**config.mk**
```make
export PLATFORM = sky130hd
export DESIGN_NAME = bomb_fuse_ctrl
export DESIGN_NICKNAME = d
export VERILOG_FILES = /design/src/rtl/hero_pkg.sv /design/src/rtl/tick_prescaler.sv /design/src/rtl/bomb_fuse_ctrl.sv
export SDC_FILE = /design/constraint.sdc
export NUM_CORES = 1
export LEC_CHECK = 0
export CORE_UTILIZATION = 57
export DETAILED_ROUTE_END_ITERATION = 10
export PLACE_DENSITY = 0.86
export SETUP_SLACK_MARGIN = 0.4
export SKIP_LAST_GASP = 1
export SYNTH_ARGS = -nofsm -noshare
export SYNTH_HDL_FRONTEND = slang
export SYNTH_SLANG_ARGS = --single-unit
```
**constraint.sdc**
```tcl
create_clock -name clk -period 5.5 [get_ports clk]
set_input_delay 1.1 -clock clk [delete_from_list [all_inputs] [get_ports clk]]
set_output_delay 1.1 -clock clk [all_outputs]
set_load 0.005 [all_outputs]
```
**src/rtl/hero_pkg.sv**
```systemverilog
// hero_pkg: shared types and constants for the hero game level blocks.
package hero_pkg;

    typedef enum logic [1:0] {IDLE, FUSE, BLAST} state_t;

    localparam logic [3:0] B_NONE  = 4'd0;
    localparam logic [3:0] B_FUSE1 = 4'd1;
    localparam logic [3:0] B_FUSE2 = 4'd2;
    localparam logic [3:0] B_BLAST = 4'd3;

    localparam int SCREEN_W = 635;
    localparam int SCREEN_H = 475;

    // Widened to 11-bit signed so the difference never wraps at the screen edges.
    function automatic logic [10:0] abs_diff(input logic [9:0] a, input logic [9:0] b);
        logic signed [10:0] d;
        d = $signed({1'b0, a}) - $signed({1'b0, b});
        return (d < 0) ? 11'(-d) : 11'(d);
    endfunction

endpackage

```
**src/rtl/tick_prescaler.sv**
```systemverilog
// tick_prescaler: free-running divider that pulses tick once every DIV cycles while run is high.
module tick_prescaler #(
    parameter int DIV = 25000000
) (
    input  logic clk,
    input  logic rst_n,
    input  logic clr,
    input  logic run,
    output logic tick
);

    localparam int W = $clog2(DIV);

    logic [W-1:0] cnt;

    assign tick = run && (cnt == W'(DIV - 1));

    always_ff @(posedge clk or negedge rst_n) begin
        if (!rst_n)
            cnt <= '0;
        else if (clr)
            cnt <= '0;
        else if (run)
            cnt <= tick ? '0 : cnt + 1'b1;
    end

endmodule

```
**src/rtl/bomb_fuse_ctrl.sv**
```systemverilog
// bomb_fuse_ctrl: bomb placement and fuse/blast sequencer feeding the level renderers.
// Define BOMB_CHAR_KILL_EN to enable the blast-radius character kill (death output).
module bomb_fuse_ctrl
    import hero_pkg::*;
#(
    parameter int TICK_DIV    = 25000000,
    parameter int BLAST_TICKS = 2,
    parameter int BLAST_RANGE = 20
) (
    input  logic       clk,
    input  logic       rst_n,
    input  logic       enable,
    input  logic       f_key,
    input  logic [9:0] char_pos_x,
    input  logic [9:0] char_pos_y,
    output logic [9:0] bomb_pos_x,
    output logic [9:0] bomb_pos_y,
    output logic [3:0] b_cnt,
    output logic       busy,
    output logic       death
);

    if (TICK_DIV < 2 || BLAST_TICKS < 1 || BLAST_TICKS > 15 || BLAST_RANGE < 0) begin : g_bad_params
        $error("bomb_fuse_ctrl: illegal parameter value");
    end

    state_t     state;
    logic       f_key_q;
    logic       key_edge;
    logic       place;
    logic       tick;
    logic [3:0] blast_cnt;

    assign key_edge = f_key & ~f_key_q;
    assign place    = enable && (state == IDLE) && key_edge;

    tick_prescaler #(.DIV(TICK_DIV)) u_presc (
        .clk  (clk),
        .rst_n(rst_n),
        .clr  (place || !enable),
        .run  (state != IDLE),
        .tick (tick)
    );

    // f_key_q resets high so a key held through reset is not seen as a press.
    always_ff @(posedge clk or negedge rst_n) begin
        if (!rst_n) begin
            f_key_q    <= 1'b1;
            state      <= IDLE;
            b_cnt      <= B_NONE;
            busy       <= 1'b0;
            blast_cnt  <= '0;
            bomb_pos_x <= '0;
            bomb_pos_y <= '0;
        end else begin
            f_key_q <= f_key;
            if (!enable) begin
                state     <= IDLE;
                b_cnt     <= B_NONE;
                busy      <= 1'b0;
                blast_cnt <= '0;
            end else if (place) begin
                bomb_pos_x <= char_pos_x;
                bomb_pos_y <= char_pos_y;
                state      <= FUSE;
                b_cnt      <= B_FUSE1;
                busy       <= 1'b1;
            end else if (tick && state == FUSE) begin
                if (b_cnt == B_FUSE2) begin
                    state     <= BLAST;
                    b_cnt     <= B_BLAST;
                    blast_cnt <= 4'(BLAST_TICKS - 1);
                end else begin
                    b_cnt <= b_cnt + 4'd1;
                end
            end else if (tick && state == BLAST) begin
                if (blast_cnt == 4'd0) begin
                    state <= IDLE;
                    b_cnt <= B_NONE;
                    busy  <= 1'b0;
                end else begin
                    blast_cnt <= blast_cnt - 4'd1;
                end
            end
        end
    end

`ifdef BOMB_CHAR_KILL_EN
    logic in_range;

    assign in_range = (abs_diff(char_pos_x, bomb_pos_x) <= 11'(BLAST_RANGE)) &&
                      (abs_diff(char_pos_y, bomb_pos_y) <= 11'(BLAST_RANGE));

    always_ff @(posedge clk or negedge rst_n) begin
        if (!rst_n)
            death <= 1'b0;
        else if (!enable)
            death <= 1'b0;
        else if (state == BLAST && in_range)
            death <= 1'b1;
    end
`else
    assign death = 1'b0;
`endif

endmodule

```
==> results.toml <==
[status]
status = "finished, final reports clean"

[yosys]
ys_ff_latch = 57
synth_top_area_frac = 0.490
ys_types = 50
synth.cell_area_sq_mm = 0.00286
synth.yosys.warnings = 0
synth_edf_count = 0
synthTopCellsByArea = "dfrtp_1 (49%), nand2_1 (9.8%), nor2_1 (4.1%)"
yosysSeqAreaShare = 0.499
synthArstFlopShare = 1.00
synth_ff_type = "dfrtp_1"
synth.avg_cell_area_sq_um = 8.97
synth_top_area_cell = "dfrtp_1"
synth_cells = 319
syn_nets = 348

[placed_design]
routabilityCongestion = 0.830
port_buffers = 48
hpwlAfterDp_um = 4290
dpl-instance-area_sq_mm = 0.00338

[sta]
period_share = 0.651
finalHoldViolCount = 0
setup_viol = 0
finalCriticalPeriod_ns = 3.58
fmax_mhz = 279
slew_viol_final = 0
rsz0062_at_grt = "false"
tns_ns = 0
fin_skew_ns = 0.00595
relSlewSlack = 0.347
tightest_slew_ns = 0.975

[clock_network]
cts.htree.levels = 3
clockRootBuffer = "clkbuf_8"
cts_buffers = 9
cts_sinks = 57
clk_path_buf_depth = 2
hold_buffers = 0
postCtsSetupBuffers = 0
clk_latency_ns = 0.34
cts_tree = "yes"
clk_pin_slew_ns = 0.07
cts_resized = 0

[hold_path]
hold_depth = 2
hold_path.class = "reg -> reg"
whs_endpoint = "bomb_pos_y[7]"
min-delay-start = "bomb_pos_y[7]"

[final_layout]
diodes = 0
nets = 396
area_delta_synth_final_pct = 24.4
final_layout_size_suffix_gt1_frac = 0.0645
nFillCells = 363
final_area_sq_mm = 0.00356

[power_and_ir_drop]
p_leak_nw = 1.58
ir_drop_uv = 205
power_density_mw_per_mm2 = 271

[setup_path]
worstSetupStartpointType = "input port"
rr_worst_depth = 5
r2r-end = "bomb_pos_y[1]"
rr_startpoint = "state[1]"
r2r_setup_slack_ns = 2.73
critPathKind = "in -> reg"
arrival_ns = 3.86
required_ns = 5.78
path_max_fanout = 25
end_kind = "flip-flop"

[die]
coreArea_sq_mm = 0.00479
initial_core_util = 0.598
die_area_sq_mm = 0.00531
fp.dieW_um = 72.9
io_pins = 50
rows = 25
die_h_um = 72.9

[detailed_routing]
vias = 2479
first_pass_iters = 4
wire_per_inst_um = 14.5
viasPerCell = 5.65
drcViolationCount = 0
drtIter0Drc = 222
wl_um = 6370
drtAntennaViolNets = 0

[global_route]
grt_pass1_vias = 2434
grt_usage = 0.269
grt_pass1_wl_um = 10900
grt_overflow = 0
grt_max_degree = 58
antenna_found_initial = 0

[run]
drv_cap = 0
sequential cells by signal, summed over array words and instances (netlist names):
signal / count
blast_cnt: 4
state: 2
bomb_pos_x: 10
b_cnt: 4
bomb_pos_y: 10
u_presc.cnt: 25
busy: 1
f_key_q: 1
how the worst max path moves through the flow:
stage	cells past startpoint	startpoint	slack [ns]	end
CTS	4	enable	1.89	u_presc.cnt[4]
floorplan	5	enable	3.23	u_presc.cnt[10]
global placement	4	enable	1.62	u_presc.cnt[12]
detailed placement	4	enable	1.55	u_presc.cnt[4]
global route	5	enable	1.56	bomb_pos_y[5]
finish	5	enable	1.92	bomb_pos_y[1]
placed cells by master, fill, tap and decap left out, drive strengths merged, types with 2 or more instances in the layout:
master / Yosys / routed
nand4b: 2 / 2
clkdlybuf4s50: 0 / 47
nor2: 31 / 31
ha: 5 / 5
a31oi: 4 / 4
buf: 2 / 2
inv: 10 / 10
clkinv: 0 / 3
clkbuf: 10 / 11
or2: 2 / 2
nor3: 14 / 14
nand2: 75 / 75
and3: 4 / 4
nand2b: 2 / 2
clkinvlp: 0 / 2
or3: 2 / 2
xor2: 3 / 3
a21o: 5 / 5
nor4: 6 / 6
dfrtp: 56 / 56
o21ai: 6 / 6
a21boi: 2 / 2
nand3: 11 / 11
nor4b: 4 / 4
a21oi: 8 / 8
a311o: 2 / 2
and2: 2 / 2
a211o: 2 / 2
nor3b: 2 / 2
xnor2: 13 / 13
nor2b: 5 / 5
o31ai: 2 / 2
nand4: 9 / 9
or4: 3 / 3
worst max-delay path: stages:
cell	delay, ns
clkdlybuf4s50_1	0.80
nand4b_1	0.86
inv_1	0.87
nand2_1	0.14
nand2_1	0.09
cell families after synthesis:
family | after synthesis | synth area share
AO/OA/AOI/OAI | 41 | 0.101
XOR/XNOR | 16 | 0.0490
adder cells (fa/ha/maj) | 5 | 0.0219
buffers and inverters | 22 | 0.0306
flip-flops | 57 | 0.499
multiplexers | 1 | 0.00350
other | 1 | 0.00131
AND/OR/NAND/NOR | 176 | 0.294
power by group:
part | total [W] | internal, W | switching (W) | leakage (nW)
Combinational | 0.000141 | 0.0000805 | 0.0000602 | 0.730
Sequential | 0.000471 | 0.000451 | 0.0000194 | 0.761
Clock | 0.000355 | 0.000185 | 0.000170 | 0.0911
stage by stage:
stage	cells	setup slack (ns)	hold WS (ns)	utilization	power, W
4_1_cts	439	1.89	0.478	0.744	0.000971
6_report	439	1.92	0.476	0.744	0.000966
3_3_place_gp	423	1.62	0.457	0.706	0.000615
3_5_place_dp	423	1.55	0.461	0.706	0.000618
5_1_grt	439	1.56	0.492	0.744	0.00101
2_1_floorplan	319	3.23	0.470	-	0.000521
Yosys cell counts, types with 2 or more instances:
master,n
nand2_1,75
dfrtp_1,56
nor2_1,31
nor3_1,14
xnor2_1,13
nand3_1,11
clkbuf_1,10
inv_1,10
a21oi_1,8
nand4_1,8
nor4_1,6
o21ai_0,6
a21o_1,5
ha_1,5
nor2b_1,5
a31oi_1,4
and3_1,4
nor4b_1,4
xor2_1,3
a211o_1,2
a21boi_0,2
a311o_1,2
and2_1,2
nand2b_1,2
nand4b_1,2
nor3b_1,2
o31ai_1,2
or3_1,2
or4_1,2
final cells by class:
type	instances	area (sq um)	area share
Sequential cell	57	1430	0.401
Multi-Input combinational cell	240	1350	0.378
Timing Repair Buffer	49	483	0.136
Clock buffer	11	151	0.0425
Tap cell	67	83.8	0.0235
Inverter	10	37.5	0.0105
Clock inverter	5	30.0	0.00843
metal layers:
layer  vias up  GRT usage  share of wire
met5         -          0              0
met4         0      0.126          0.021
met3        12     0.0677          0.042
met2        61      0.431           0.49
met1      1211      0.345           0.45
li1       1195          -              -
(Power assumes the default switching activity.)
